==> src/rtl/rv32_pkg.sv <==
// Shared RV32 execute-stage types: M-extension multiply op encodings and the
// sequential multiplier's state encoding.
package rv32_pkg;

    typedef enum logic [1:0] {
        OP_MUL    = 2'b00,
        OP_MULH   = 2'b01,
        OP_MULHSU = 2'b10,
        OP_MULHU  = 2'b11
    } mul_op_t;

    typedef enum logic [1:0] {
        S_IDLE = 2'b00,
        S_CALC = 2'b01,
        S_FIX  = 2'b10,
        S_DONE = 2'b11
    } mul_state_t;

    function automatic logic rs1_is_signed(mul_op_t op);
        return (op == OP_MULH) || (op == OP_MULHSU);
    endfunction

    function automatic logic rs2_is_signed(mul_op_t op);
        return op == OP_MULH;
    endfunction

endpackage

==> src/rtl/seq_multiplier_if.sv <==
// EX-stage <-> sequential multiplier request/response bundle.
interface seq_multiplier_if #(
    parameter int XLEN = 32
);
    import rv32_pkg::*;

    logic            start;
    logic            kill;
    mul_op_t         op;
    logic [XLEN-1:0] rs1;
    logic [XLEN-1:0] rs2;
    logic            busy;
    logic            done;
    logic [XLEN-1:0] result;

    modport master (
        output start, kill, op, rs1, rs2,
        input  busy, done, result
    );

    modport slave (
        input  start, kill, op, rs1, rs2,
        output busy, done, result
    );

endinterface

==> src/rtl/seq_multiplier_rca.sv <==
// Parameterised ripple-carry adder: {cout, sum} = a + b + cin.
module seq_multiplier_rca #(
    parameter int n = 32
) (
    input  logic [n-1:0] a,
    input  logic [n-1:0] b,
    input  logic         cin,
    output logic [n-1:0] sum,
    output logic         cout
);

    always_comb begin
        logic cy;
        cy  = cin;
        sum = '0;
        for (int i = 0; i < n; i++) begin
            sum[i] = a[i] ^ b[i] ^ cy;
            cy     = (a[i] & b[i]) | (cy & (a[i] ^ b[i]));
        end
        cout = cy;
    end

endmodule

==> src/rtl/seq_multiplier.sv <==
// Radix-2 shift-add multiplier for MUL/MULH/MULHSU/MULHU: multiplies operand
// magnitudes over XLEN steps, then applies the sign in a single fix-up cycle.
module seq_multiplier
    import rv32_pkg::*;
#(
    parameter int XLEN  = 32,
    parameter int CNT_W = $clog2(XLEN) + 1
) (
    input logic              clk,
    input logic              rst,
    seq_multiplier_if.slave  bus
);

    mul_state_t        state, state_nx;
    mul_op_t           op_q;
    logic [XLEN-1:0]   m, q, a;
    logic              neg;
    logic [CNT_W-1:0]  count;
    logic [XLEN-1:0]   result_q;
    logic              accept;

    logic [XLEN-1:0]   addend, sum;
    logic              carry;
    logic [2*XLEN-1:0] prod, prod_fix;

    logic              s1, s2;
    logic [XLEN-1:0]   rs1_mag, rs2_mag;

    // Magnitude of each operand as it will be latched; |min| stays min as unsigned.
    always_comb begin
        s1      = rs1_is_signed(bus.op) & bus.rs1[XLEN-1];
        s2      = rs2_is_signed(bus.op) & bus.rs2[XLEN-1];
        rs1_mag = s1 ? (~bus.rs1 + XLEN'(1)) : bus.rs1;
        rs2_mag = s2 ? (~bus.rs2 + XLEN'(1)) : bus.rs2;
    end

    assign addend = q[0] ? m : '0;

    seq_multiplier_rca #(.n(XLEN)) u_rca (
        .a    (a),
        .b    (addend),
        .cin  (1'b0),
        .sum  (sum),
        .cout (carry)
    );

    assign prod     = {a, q};
    assign prod_fix = neg ? (~prod + (2*XLEN)'(1)) : prod;

    always_ff @(posedge clk or posedge rst) begin
        if (rst) state <= S_IDLE;
        else     state <= state_nx;
    end

    always_comb begin
        state_nx = state;
        accept   = 1'b0;
        case (state)
            S_IDLE, S_DONE: begin
                if (bus.start && !bus.kill) begin
                    state_nx = S_CALC;
                    accept   = 1'b1;
                end else begin
                    state_nx = S_IDLE;
                end
            end
            S_CALC: begin
                if (bus.kill)                           state_nx = S_IDLE;
                else if (count == CNT_W'(XLEN - 1))     state_nx = S_FIX;
            end
            S_FIX:   state_nx = bus.kill ? S_IDLE : S_DONE;
            default: state_nx = S_IDLE;
        endcase
    end

    always_ff @(posedge clk or posedge rst) begin
        if (rst) begin
            op_q     <= OP_MUL;
            m        <= '0;
            q        <= '0;
            a        <= '0;
            neg      <= 1'b0;
            count    <= '0;
            result_q <= '0;
        end else if (accept) begin
            op_q  <= bus.op;
            m     <= rs1_mag;
            q     <= rs2_mag;
            a     <= '0;
            neg   <= s1 ^ s2;
            count <= '0;
        end else if (state == S_CALC && !bus.kill) begin
            {a, q} <= {carry, sum, q[XLEN-1:1]};
            count  <= count + CNT_W'(1);
        end else if (state == S_FIX && !bus.kill) begin
            result_q <= (op_q == OP_MUL) ? prod_fix[XLEN-1:0] : prod_fix[2*XLEN-1:XLEN];
        end
    end

    assign bus.busy   = (state == S_CALC) || (state == S_FIX);
    assign bus.done   = (state == S_DONE);
    assign bus.result = result_q;

endmodule

==> src/flat_wrapper.sv <==
// flat-port wrapper written by rule: the top's interface ports become plain ports
module seq_multiplier_flat import rv32_pkg::*;
#(
    parameter int XLEN  = 32,
    parameter int CNT_W = $clog2(XLEN) + 1
)
  (clk, rst, bus_start, bus_kill, bus_op, bus_rs1, bus_rs2, bus_busy, bus_done, bus_result);
  seq_multiplier_if #(.XLEN(XLEN)) bus_i ();
  input logic clk;
  input logic rst;
  input wire logic [$bits(bus_i.start)-1:0] bus_start;
  input wire logic [$bits(bus_i.kill)-1:0] bus_kill;
  input wire logic [$bits(bus_i.op)-1:0] bus_op;
  input wire logic [$bits(bus_i.rs1)-1:0] bus_rs1;
  input wire logic [$bits(bus_i.rs2)-1:0] bus_rs2;
  output wire logic [$bits(bus_i.busy)-1:0] bus_busy;
  output wire logic [$bits(bus_i.done)-1:0] bus_done;
  output wire logic [$bits(bus_i.result)-1:0] bus_result;
  assign bus_i.start = bus_start;
  assign bus_i.kill = bus_kill;
  assign bus_i.op = bus_op;
  assign bus_i.rs1 = bus_rs1;
  assign bus_i.rs2 = bus_rs2;
  assign bus_busy = bus_i.busy;
  assign bus_done = bus_i.done;
  assign bus_result = bus_i.result;
  seq_multiplier #(.XLEN(XLEN), .CNT_W(CNT_W)) u_core (.clk(clk), .rst(rst), .bus(bus_i));
endmodule
==> config.mk <==
export PLATFORM = sky130hd
export DESIGN_NAME = seq_multiplier_flat
export DESIGN_NICKNAME = d
export VERILOG_FILES = /design/src/rtl/rv32_pkg.sv /design/src/rtl/seq_multiplier_if.sv /design/src/rtl/seq_multiplier_rca.sv /design/src/rtl/seq_multiplier.sv /design/src/flat_wrapper.sv
export SDC_FILE = /design/constraint.sdc
export NUM_CORES = 1
export LEC_CHECK = 0
export ABC_AREA = 0
export CAP_MARGIN = 40
export CORE_MARGIN = 2
export CORE_UTILIZATION = 59
export CTS_BUF_LIST = sky130_fd_sc_hd__clkbuf_4
export DETAILED_ROUTE_END_ITERATION = 7
export PLACE_DENSITY = 0.83
export SYNTH_ARGS = -nofsm -noshare
export SYNTH_HDL_FRONTEND = slang
export SYNTH_SLANG_ARGS = --single-unit
==> constraint.sdc <==
create_clock -name clk -period 14.6 [get_ports clk]
set_clock_uncertainty 0.2 [all_clocks]
set_input_delay 1.46 -clock clk [delete_from_list [all_inputs] [get_ports clk]]
set_output_delay 1.46 -clock clk [all_outputs]
set_load 0.03 [all_outputs]
==> results of run 1 <==
## state kept, by name, indices dropped and copies added (netlist names)
signal	flops
u_core.state	2
u_core.m	32
u_core.op_q	2
u_core.a	32
u_core.bus.result	32
u_core.count	6
u_core.q	32
u_core.neg	1
## through the flow
step / setup WS [ns] / hold WS [ns] / utilization / power, mW / instances
floorplan: 1.61 / 0.264 / - / 0.948 / 1129
global placement: 1.31 / 0.260 / 0.664 / 1.13 / 1384
detailed placement: 1.13 / 0.268 / 0.668 / 1.15 / 1388
CTS: 1.04 / 0.294 / 0.686 / 1.41 / 1420
global route: 0.584 / 0.337 / 0.686 / 1.51 / 1421
finish: 1.02 / 0.302 / 0.686 / 1.43 / 1421
## routing by layer
metal / vias to the layer above / share of wire / GRT usage
met5: - / 0 / 0
met4: 0 / 0.036 / 0.121
met3: 69 / 0.10 / 0.0900
met2: 440 / 0.44 / 0.475
met1: 4262 / 0.42 / 0.461
li1: 4165 / - / -
## layout make-up
cell class,count,area [um2],share of cell area
Sequential cell,139,3480,0.309
Tap cell,220,275,0.0245
Multi-Input combinational cell,863,5840,0.519
Inverter,47,181,0.0161
Antenna cell,1,2.50,0.000222
Clock buffer,19,143,0.0127
Timing Repair Buffer,119,1190,0.105
Clock inverter,13,149,0.0132
## cells by family after synthesis
logic type,Yosys count,share of synthesized area
AOI/OAI and AO/OA,303,0.205
xor gates and xnor gates,106,0.0949
adders and majority gates,40,0.0749
buffers and inverters,127,0.0496
DFF,139,0.355
muxes,23,0.0239
and+or+nand+nor,391,0.197
## layout by cell type, fill, tap and decap left out, drive strengths merged, types with 15 or more instances in the layout
cell,Yosys,layout
a211oi,55,55
a21oi,88,88
buf,9,15
clkbuf,71,19
clkdlybuf4s50,0,103
dfrtp,139,139
fa,31,31
inv,47,49
mux2i,20,20
nand2,90,90
nand3,16,16
nor2,131,131
nor2b,21,21
nor3,27,27
nor4,24,24
o21ai,57,57
o31ai,32,32
or3,19,19
or4,27,27
xnor2,67,67
xor2,39,39
## critical path: cells and delay by family, from the launching register on
family | cells | cell delay, ns
adder cells (fa/ha/maj) | 31 | 12.15
buffers and inverters | 3 | 0.44
AND/OR/NAND/NOR | 1 | 0.13
flip-flops | 1 | 0.35
AO/OA/AOI/OAI | 1 | 0.21
## power by group through the flow
stage | logic [mW] | clock network (mW) | registers (mW)
2_1_floorplan | 0.402 | 0 | 0.546
3_3_place_gp | 0.551 | 0 | 0.575
3_5_place_dp | 0.568 | 0 | 0.580
4_1_cts | 0.571 | 0.268 | 0.572
5_1_grt | 0.640 | 0.281 | 0.589
6_report | 0.582 | 0.266 | 0.578
## how the worst max path moves through the flow
stage / from / endpoint / depth (start not counted)
finish: u_core.q[0] / u_core.a[30] / 36
global route: u_core.q[0] / u_core.a[30] / 36
CTS: u_core.q[0] / u_core.a[30] / 36
detailed placement: u_core.q[0] / u_core.a[30] / 36
global placement: u_core.q[0] / u_core.a[30] / 36
floorplan: u_core.q[0] / u_core.a[30] / 37
==> metrics.txt, run 1 <==
status=finished clean; synthesized area per cell=8.67 um2; RSZ-0062 raised after global routing=no; DRT Pass-1 Iters=6; layout cells sized above 1=0.0542; nets=1297; yosys warns=0; #FFs+latches synth=139; wire per inst=19.6 um; initial DRC count=966; P_sw=609 uW; H-tree Lvls=4; die footprint=0.0176 mm2; core area=0.0164 mm2; r2r worst-path depth=36; most instantiated cells after synthesis=139 x dfrtp_1, 131 x nor2_1, 90 x nand2_1, 88 x a21oi_1, 69 x clkbuf_1; crit end category=flop; Worst setup SP type=flop; Synth Instances=1129; Seq/Total Area, Yosys=0.355; Synth top area share=0.355; IR drop worst, VDD=0.0617 mV; switching part of the total=0.427; critical path arrival=13.86 ns; via count=8936; root buffer cell=clkbuf_4; Synth cell types=68; Hold Path End=u_core.bus.result[10]; GPL Wtd Cong=1.02; fill cell count=1304; DRC=0; Max Root-Sink Buffers=2; Pwr Density=127 mW/mm2; initial antenna violation count=1; Sequential Power Share=0.405; antenna-violating nets left=0; WHS Path Cells=2; fraction of the cycle the final worst path needs=0.930; Ports=104; syn nets=1239; I/O Buffers=103; Starting Density=0.597; Most used DFF post-synth=dfrtp_1; Post-synth EDFFs=0; clock period minus worst slack=13.58 ns; fin area=0.0113 mm2; grt ovf=0; hold path start=u_core.bus.result[10]; crit path kind=reg2reg; clk slew on worst S/H paths=0.11 ns; DR vias/cell=6.29; Clock Latency Late Sink=0.58 ns; Cell Area, Synth=0.00979 mm2; reg2reg start=u_core.q[0]; FFs w/ async S/R, synth=1.00; Max-slew headroom=0.322; Max Cap Viol=0; Fin Setup TNS=0 ns; Slew @ Worst Pin=0.991 ns; Sink Count=139; detailed-route wire length=27800 um; CTS Buf Count=17; fin. max-slew vios=0; Fmax=73.6 MHz; post-synth top area cell=dfrtp_1; combinational share of power=0.408; Lkg Pwr=4.19 nW; row count=47; final setup vio count=0; # resized after CTS=0; top-count cell post-synth=dfrtp_1; vias in the first global route=8344; Most common cell on crit path=fa_1; hold_buf cts=0; clock power share=0.186; die width=133 um; setup repair bufs after CTS=0; register-to-register setup slack=1.02 ns; first-pass GRT wire length=44500 um; Area contributors post-synth=dfrtp_1 36%, fa_1 6.3%, xnor2_1 6.0%; DP Wirelength=20800 um; largest net degree at the start of global routing=93; Final Hold Fails=0; CTS tree=yes; Power Internal=816 uW; critical register-to-register path endpoint=u_core.a[30]; P&R area growth vs syn=15.0%; hold crit path type=reg2reg; maximum fanout along the worst path=35; GRT Overall Usage=0.324; Crit path largest cell delay=0.43 ns; Die Height=133 um; Cell Area, Placed=0.0110 mm2; CP max stage cell=fa_1; Required @ worst endpoint=14.87 ns
No activity file was read; power rests on OpenSTA's default activity.
==> run 2, diff against run 1 <==
==> constraint.sdc (replaced) <==
create_clock -name clk -period 14.6 [get_ports clk]
set_clock_uncertainty 0.2 [all_clocks]
set_input_delay 1.46 -clock clk [delete_from_list [all_inputs] [get_ports clk]]
set_output_delay 1.46 -clock clk [all_outputs]
set_load 0.1 [all_outputs]
==> run 2 against run 1 <==
Against the previous run:
- the run now ends with design-rule violations left
- cell area grew 4.8%
- non-clock buffer count grew 34
- sequential share of layout area shrank 1.4 points
- power grew 5.8%
- critical path depth is the same
- worst hold slack lost 0.0030 ns
- first-iteration DRC count grew 21%
- clock power grew 6%
- sequential cell count is the same
- register-to-register slack lost 0.09 ns
- routed wire length grew 3.5%
- core utilization grew 3.3 points
==> metrics.txt, run 2 (synthesis results as in run 1) <==
setup repair bufs after CTS=0 (unchanged); critical path arrival=13.95 ns (was 13.86 ns); clk slew on worst S/H paths=0.13 ns (was 0.11 ns); crit end category=flop (unchanged); fin. max-slew vios=0 (unchanged); die width=133 um (unchanged); Fmax=73.2 MHz (was 73.6 MHz); Required @ worst endpoint=14.88 ns (was 14.87 ns); Cell Area, Placed=0.0115 mm2 (was 0.0110 mm2); Final Hold Fails=0 (unchanged); CTS Buf Count=17 (unchanged); failing checks=design-rule violations; Crit path largest cell delay=0.43 ns (about the same); Max Cap Viol=0 (unchanged); Hold Path End=u_core.bus.result[25] (was u_core.bus.result[10]); RSZ-0062 raised after global routing=no (unchanged); root buffer cell=clkbuf_4 (unchanged); antenna-violating nets left=0 (unchanged); grt ovf=0 (unchanged); Max-slew headroom=0.370 (was 0.322); core area=0.0164 mm2 (unchanged); critical register-to-register path endpoint=u_core.a[30] (unchanged); die footprint=0.0176 mm2 (unchanged); Ports=104 (unchanged); CP bufs+invs=3 (unchanged); r2r worst-path depth=36 (unchanged); maximum fanout along the worst path=35 (unchanged); hold path start=u_core.bus.result[25] (was u_core.bus.result[10]); CTS tree=yes (unchanged); Die Height=133 um (unchanged); fraction of the cycle the final worst path needs=0.936 (was 0.930); Sink Count=139 (unchanged); CP Launch Point=u_core.q[0] (unchanged); hold_buf cts=0 (unchanged); register-to-register setup slack=0.93 ns (was 1.02 ns); Most common cell on crit path=fa_1 (unchanged); Starting Density=0.597 (unchanged); commonest non-fill, non-tap cells in the layout=138 x dfrtp_1, 130 x nor2_1, 103 x clkdlybuf4s50_1 (unchanged); Max Root-Sink Buffers=2 (unchanged); nets=1331 (was 1297); Fin Setup TNS=0 ns (unchanged); Slew @ Worst Pin=0.921 ns (was 0.991 ns); P&R area growth vs syn=20.6% (was 15.0%); GPL Wtd Cong=1.02 (unchanged); first-pass GRT wire length=46400 um (was 44500 um); wire per inst=19.8 um (was 19.6 um); clock period minus worst slack=13.67 ns (was 13.58 ns); Clock Latency Late Sink=0.59 ns (was 0.58 ns); CP max stage cell=fa_1 (unchanged); status=finished with violations (was finished clean); Worst setup SP type=flop (unchanged); CP delay by family, top=adder cells (unchanged); WHS Path Cells=2 (unchanged); Pwr Density=128 mW/mm2 (was 127 mW/mm2); DP Wirelength=21700 um (was 20800 um); final setup vio count=0 (unchanged); DRT Pass-1 Iters=8 (was 6); DR vias/cell=6.34 (was 6.29); Tot Pwr=1.51 mW (was 1.43 mW); commonest non-fill, non-tap cell in the layout=dfrtp_1 (unchanged); initial antenna violation count=1 (unchanged); initial DRC count=1170 (was 966); Lkg Pwr=4.45 nW (was 4.19 nW); hold crit path type=reg2reg (unchanged); H-tree Lvls=4 (unchanged); fin area=0.0118 mm2 (was 0.0113 mm2); layout cells sized above 1=0.0786 (was 0.0542); vias in the first global route=8615 (was 8344); IR drop worst, VDD=0.0619 mV (was 0.0617 mV); crit path kind=reg2reg (unchanged); Worst path depth=36 (unchanged); row count=47 (unchanged); detailed-route wire length=28800 um (was 27800 um); reg2reg start=u_core.q[0] (unchanged); I/O Buffers=103 (unchanged); via count=9230 (was 8936); # resized after CTS=0 (unchanged); largest net degree at the start of global routing=93 (unchanged); GRT Overall Usage=0.337 (was 0.324); final core occ=0.719 (was 0.686); DRC=2 (was 0)
==> run 2: cell types whose count changed in the layout (fill, tap and decap cells not counted), sizes merged <==
cell / change
buf: +34
inv: -1
clkinvlp: -1
bufinv: +1
clkinv: +2
clkbuf: -1
==> run 2: cell type report <==
| class | count | area, um2 |
|---|---|---|
| multi-input cells | 863 | 5840 |
| fillers | 1261 | 4610 |
| flip-flops and latches | 139 | 3480 |
| repair buffers | 153 | 1710 |
| well taps | 220 | 275 |
| inverters | 47 | 181 |
| clock inverters | 14 | 178 |
| clock buffers | 18 | 135 |
| diodes | 1 | 2.50 |
==> run 2: worst max path at each step <==
stage,end
after CTS,u_core.a[30]
final,u_core.a[30]
after detailed placement,u_core.a[30]
after global routing,u_core.a[30]
after global placement,u_core.a[30]
after floorplan,u_core.a[30]
==> run 2: stage by stage <==
step,instances,hold slack [ns],setup WS [ns]
detailed placement,1422,0.283,1.13
floorplan,1129,0.264,1.61
CTS,1454,0.304,1.02
global placement,1384,0.260,1.31
global route,1455,0.341,0.539
finish,1455,0.299,0.932
==> run 2: report_power, final <==
part	switching, mW	total [mW]	internal [mW]
Clock	0.146	0.282	0.136
Combinational	0.394	0.648	0.253
Sequential	0.117	0.580	0.463
==> run 2: routing by layer <==
layer | GRT usage | up-vias | routed length, um
li1 | - | 4231 | -
met1 | 0.477 | 4450 | 12100
met2 | 0.509 | 486 | 13000
met3 | 0.0785 | 63 | 2850
met4 | 0.127 | 0 | 904
met5 | 0 | - | 0
==> run 2: tightest hold or removal path, cell delays in order (launching register included) <==
cell	delay, ns
dfrtp_1	0.36
nand2_1	0.06
o31ai_1	0.06
